`src/rtl/cpu_thread_switch.sv`:
```
// Context-switch controller for one multi-threaded sha256crypt CPU.
// Round-robin thread selection and save/load sequencing of thread context.
module cpu_thread_switch #(
    parameter int N_THREADS     = 16,
    parameter int N_THREADS_MSB = $clog2(N_THREADS) - 1
) (
    input  logic                   CLK,
    input  logic                   RESET,
    input  logic [N_THREADS-1:0]   thread_ready,
    input  logic                   switch_req,
    output logic [N_THREADS_MSB:0] thread_num,
    output logic                   save_en,
    output logic                   load_en,
    output logic                   running,
    output logic                   switch_ack
);

    localparam int TW = N_THREADS_MSB + 1;

    typedef enum logic [1:0] {
        IDLE = 2'd0,
        LOAD = 2'd1,
        RUN  = 2'd2,
        SAVE = 2'd3
    } state_t;

    state_t          state;
    state_t          state_d;
    logic [TW-1:0]   thread_num_d;
    logic            save_en_d;
    logic            load_en_d;
    logic            running_d;
    logic            switch_ack_d;
    logic            any_ready;
    logic [TW-1:0]   next_thread;

    // First ready thread after t, wrapping, with t itself checked last.
    function automatic logic [TW-1:0] next_of(
        input logic [TW-1:0]        t,
        input logic [N_THREADS-1:0] ready
    );
        logic [TW-1:0] sel;
        logic [TW-1:0] idx;
        sel = t;
        for (int i = N_THREADS; i >= 1; i--) begin
            idx = TW'((int'(t) + i) % N_THREADS);
            if (ready[idx]) begin
                sel = idx;
            end
        end
        return sel;
    endfunction

    assign any_ready   = |thread_ready;
    assign next_thread = next_of(thread_num, thread_ready);

    // State and registered outputs; reset parks thread_num so scans start at 0.
    always_ff @(posedge CLK or posedge RESET) begin
        if (RESET) begin
            state      <= IDLE;
            thread_num <= TW'(N_THREADS - 1);
            save_en    <= 1'b0;
            load_en    <= 1'b0;
            running    <= 1'b0;
            switch_ack <= 1'b0;
        end else begin
            state      <= state_d;
            thread_num <= thread_num_d;
            save_en    <= save_en_d;
            load_en    <= load_en_d;
            running    <= running_d;
            switch_ack <= switch_ack_d;
        end
    end

    // Next-state decision.
    always_comb begin
        state_d = state;
        unique case (state)
            IDLE: if (any_ready) state_d = LOAD;
            LOAD: state_d = RUN;
            RUN:  if (switch_req) state_d = SAVE;
            SAVE: state_d = any_ready ? LOAD : IDLE;
            default: state_d = IDLE;
        endcase
    end

    // Next values of the registered outputs.
    always_comb begin
        thread_num_d = thread_num;
        save_en_d    = 1'b0;
        load_en_d    = 1'b0;
        running_d    = running;
        switch_ack_d = 1'b0;
        unique case (state)
            IDLE: begin
                running_d = 1'b0;
                if (any_ready) begin
                    thread_num_d = next_thread;
                    load_en_d    = 1'b1;
                end
            end
            LOAD: begin
                running_d    = 1'b1;
                switch_ack_d = 1'b1;
            end
            RUN: begin
                if (switch_req) begin
                    save_en_d = 1'b1;
                    running_d = 1'b0;
                end
            end
            SAVE: begin
                running_d = 1'b0;
                if (any_ready) begin
                    thread_num_d = next_thread;
                    load_en_d    = 1'b1;
                end
            end
            default: running_d = 1'b0;
        endcase
    end

endmodule
```
`config.mk`:
```
export PLATFORM = sky130hd
export DESIGN_NAME = cpu_thread_switch
export DESIGN_NICKNAME = d
export VERILOG_FILES = /design/src/rtl/cpu_thread_switch.sv
export SDC_FILE = /design/constraint.sdc
export NUM_CORES = 1
export LEC_CHECK = 0
export CAP_MARGIN = 20
export CORE_UTILIZATION = 57
export DETAILED_ROUTE_END_ITERATION = 12
export PLACE_DENSITY = 0.81
export SYNTH_ARGS = -nofsm -noshare
export SYNTH_HDL_FRONTEND = slang
export SYNTH_SLANG_ARGS = --single-unit
```
`constraint.sdc`:
```
create_clock -name CLK -period 4.5 [get_ports CLK]
set_input_delay 0.9 -clock CLK [delete_from_list [all_inputs] [get_ports CLK]]
set_output_delay 0.9 -clock CLK [all_outputs]
set_load 0.01 [all_outputs]
```
==> metrics.txt <==
status=completed; first-pass GRT wire length=12200 um; drc violations=0; vias in the first global route=2409; initial DRC count=251; H-tree Lvls=1; Root Driver=clkbuf_8; Die Width=70.2 um; Die ar.=0.00493 mm2; largest net degree at the start of global routing=19; largest delay contributor family on the critical path=multiplexers; Reg clk slew, reported paths=0.05 ns; worst path arrival time=4.23 ns; setup violators final=0; Synth Instances=269; Setup Crit Path Kind=flop to flop; final worst-path cycle share=0.901; critical path data required time=4.68 ns; Final min period=4.05 ns; CP Launch Type=flop; synthesis-to-layout area growth=13.1%; share of cells above drive strength 1=0.265; yosys warns=0; DR vias/cell=7.16; Post-CTS Hold Buffers=0; Final Net Count=326; CTS tree=done; Final Hold Vio Count=0; routability congestion estimate=1.01; post-CTS sizing=0; initial antenna violation count=0; diodes inserted=0; Unique masters post-synth=61; ys async rst share=1.00; Initial DRT Pass Iterations=5; Clk Latency, worst-skew pair=0.25 ns; CTS Sinks=10; Peak Freq=0.247 GHz; CP peak stage delay=0.77 ns; Crit-path slowest cell=dfstp_2; Slew headroom=0.554; hold crit path type=flop to flop; number of enable flip-flop cells after synthesis=0; main flop type after synthesis=dfrtp_1; setup TNS=0 ns; Yosys reg bits=10; DR WL/cell=21.8 um; total global routing overflow=0; final setup skew=0.00369 ns; Core Area=0.00441 mm2; synthesized area=0.00265 mm2; RSZ-0062 raised after global routing=no; worst-margin pin slew=0.665 ns; Post-DRT Antenna Nets=0; routed via count=2478; row cnt=24; Final Slew Violations=0; buffers plus inverters on the worst setup path=1; Initial Utilization=0.601; crit-path max FO=15; Syn Area/Cell=9.86 um2; GRT Util Overall=0.322; CP endpoint kind=flop; Seq/Total Area, Yosys=0.0962; Most Frequent Cell on Critical Path=mux2i_1; DIE HEIGHT=70.2 um; Post-CTS Setup Bufs=0; top-level port count=27; max-cap violation count=0; Clock Tree Buf Depth=2; Synthesized Nets=300; Post-Route WL=7540 um; I/O Buffers=26; dpl hpwl=5950 um; number of CTS-inserted buffers=3; CP cell instances=inv_1 -> ha_1 -> mux4_2 -> mux2i_1 -> mux2i_1 -> nor3_1 -> a31oi_1 -> o31ai_1 -> a31oi_1 -> mux2i_1
## cell usage after synthesis (2+ instances only)
library cell  number  area [um2]
mux4_2            25         563
clkbuf_1           2        7.51
nand3_1            3        15.0
a211oi_1           4        30.0
nor2_1            15        56.3
nand3b_1           2        15.0
ha_1              12         150
mux2i_1           25         250
or2_2              2        12.5
buf_6              3        33.8
o221ai_1           3        26.3
mux2i_2            2        27.5
nand2b_1           6        37.5
o211ai_1           5        37.5
mux2_1             2        22.5
inv_1             10        37.5
xor2_1             2        17.5
buf_2              5        25.0
a31oi_1            5        31.3
mux2i_4            2        45.0
or3_1              2        12.5
nor2b_1            4        25.0
a21oi_1            9        45.0
o21ai_0            9        45.0
dfstp_2            4         105
inv_2              2        7.51
and2_1             2        12.5
dfrtp_1            6         150
mux2_2            20         225
xnor2_2            3        48.8
a211o_1            2        17.5
nand2_1           20        75.1
xnor2_1            9        78.8
a22oi_1            4        30.0
nor3_1             6        30.0
nor4_1             7        43.8
## logic make-up (layout without fill, tap and decap cells)
group | Yosys count | in the layout | synth area share
multiplexers | 77 | 77 | 0.437
AND/OR/NAND/NOR | 72 | 72 | 0.138
AO/OA/AOI/OAI | 60 | 60 | 0.168
buffers and inverters | 24 | 49 | 0.0491
XOR/XNOR | 14 | 14 | 0.0547
adder cells (fa/ha/maj) | 12 | 12 | 0.0566
flip-flops | 10 | 10 | 0.0962
## metal layers
metal / vias up / global-route usage / part of all wire
li1: 1115 / - / -
met1: 1185 / 0.442 / 0.42
met2: 154 / 0.518 / 0.47
met3: 24 / 0.0534 / 0.080
met4: 0 / 0.107 / 0.032
met5: - / 0 / 0
## worst paths after layout
path	start	to	slack [ns]	cells past startpoint
min in group asynchronous	RESET	save_en	0.94	2
hold reg to reg	running	running	0.51	1
max in group asynchronous	RESET	thread_num[1]	3.24	2
setup reg to reg	thread_num[0]	thread_num[1]	0.45	10
setup / recovery	thread_num[0]	thread_num[1]	0.45	10
hold / removal	running	running	0.51	1
## sequential cells by signal (all words and copies together), names as in the netlist
name and count:
running 1, switch_ack 1, load_en 1, save_en 1, state 2, thread_num 4
## final cells by class
cell class | instances | area (um2)
clock buffers | 4 | 55.1
fillers | 353 | 1410
inverters | 12 | 45.0
multi-input cells | 235 | 2270
flip-flops and latches | 10 | 255
well taps | 52 | 65.1
repair buffers | 33 | 313
## stage by stage
stage                     hold WS [ns]   util  instances  cell area [um2]  setup slack (ns)
final                            0.508  0.680        346             3000             0.445
after global routing             0.534  0.680        346             3000            0.0231
after CTS                        0.511  0.680        346             3000             0.546
after detailed placement         0.500  0.667        342             2950             0.559
after global placement           0.491  0.667        342             2950             0.481
after floorplan                  0.533      -        269             2650             0.994
## cells in the final DEF (no fill, tap or decap), types with 7 or more instances in the layout
master           Yosys  layout
mux4_2              25      25
mux2i_1             25      25
a21oi_1              9       9
nor4_1               7       7
o21ai_0              9       9
inv_1               10      10
xnor2_1              9       9
buf_4                0       7
ha_1                12      12
clkdlybuf4s50_1      0      26
nand2_1             20      20
mux2_2              20      20
nor2_1              15      15
Power is not shown: default switching activity piles up to over one toggle a cycle in this logic, so the estimate is an artifact.
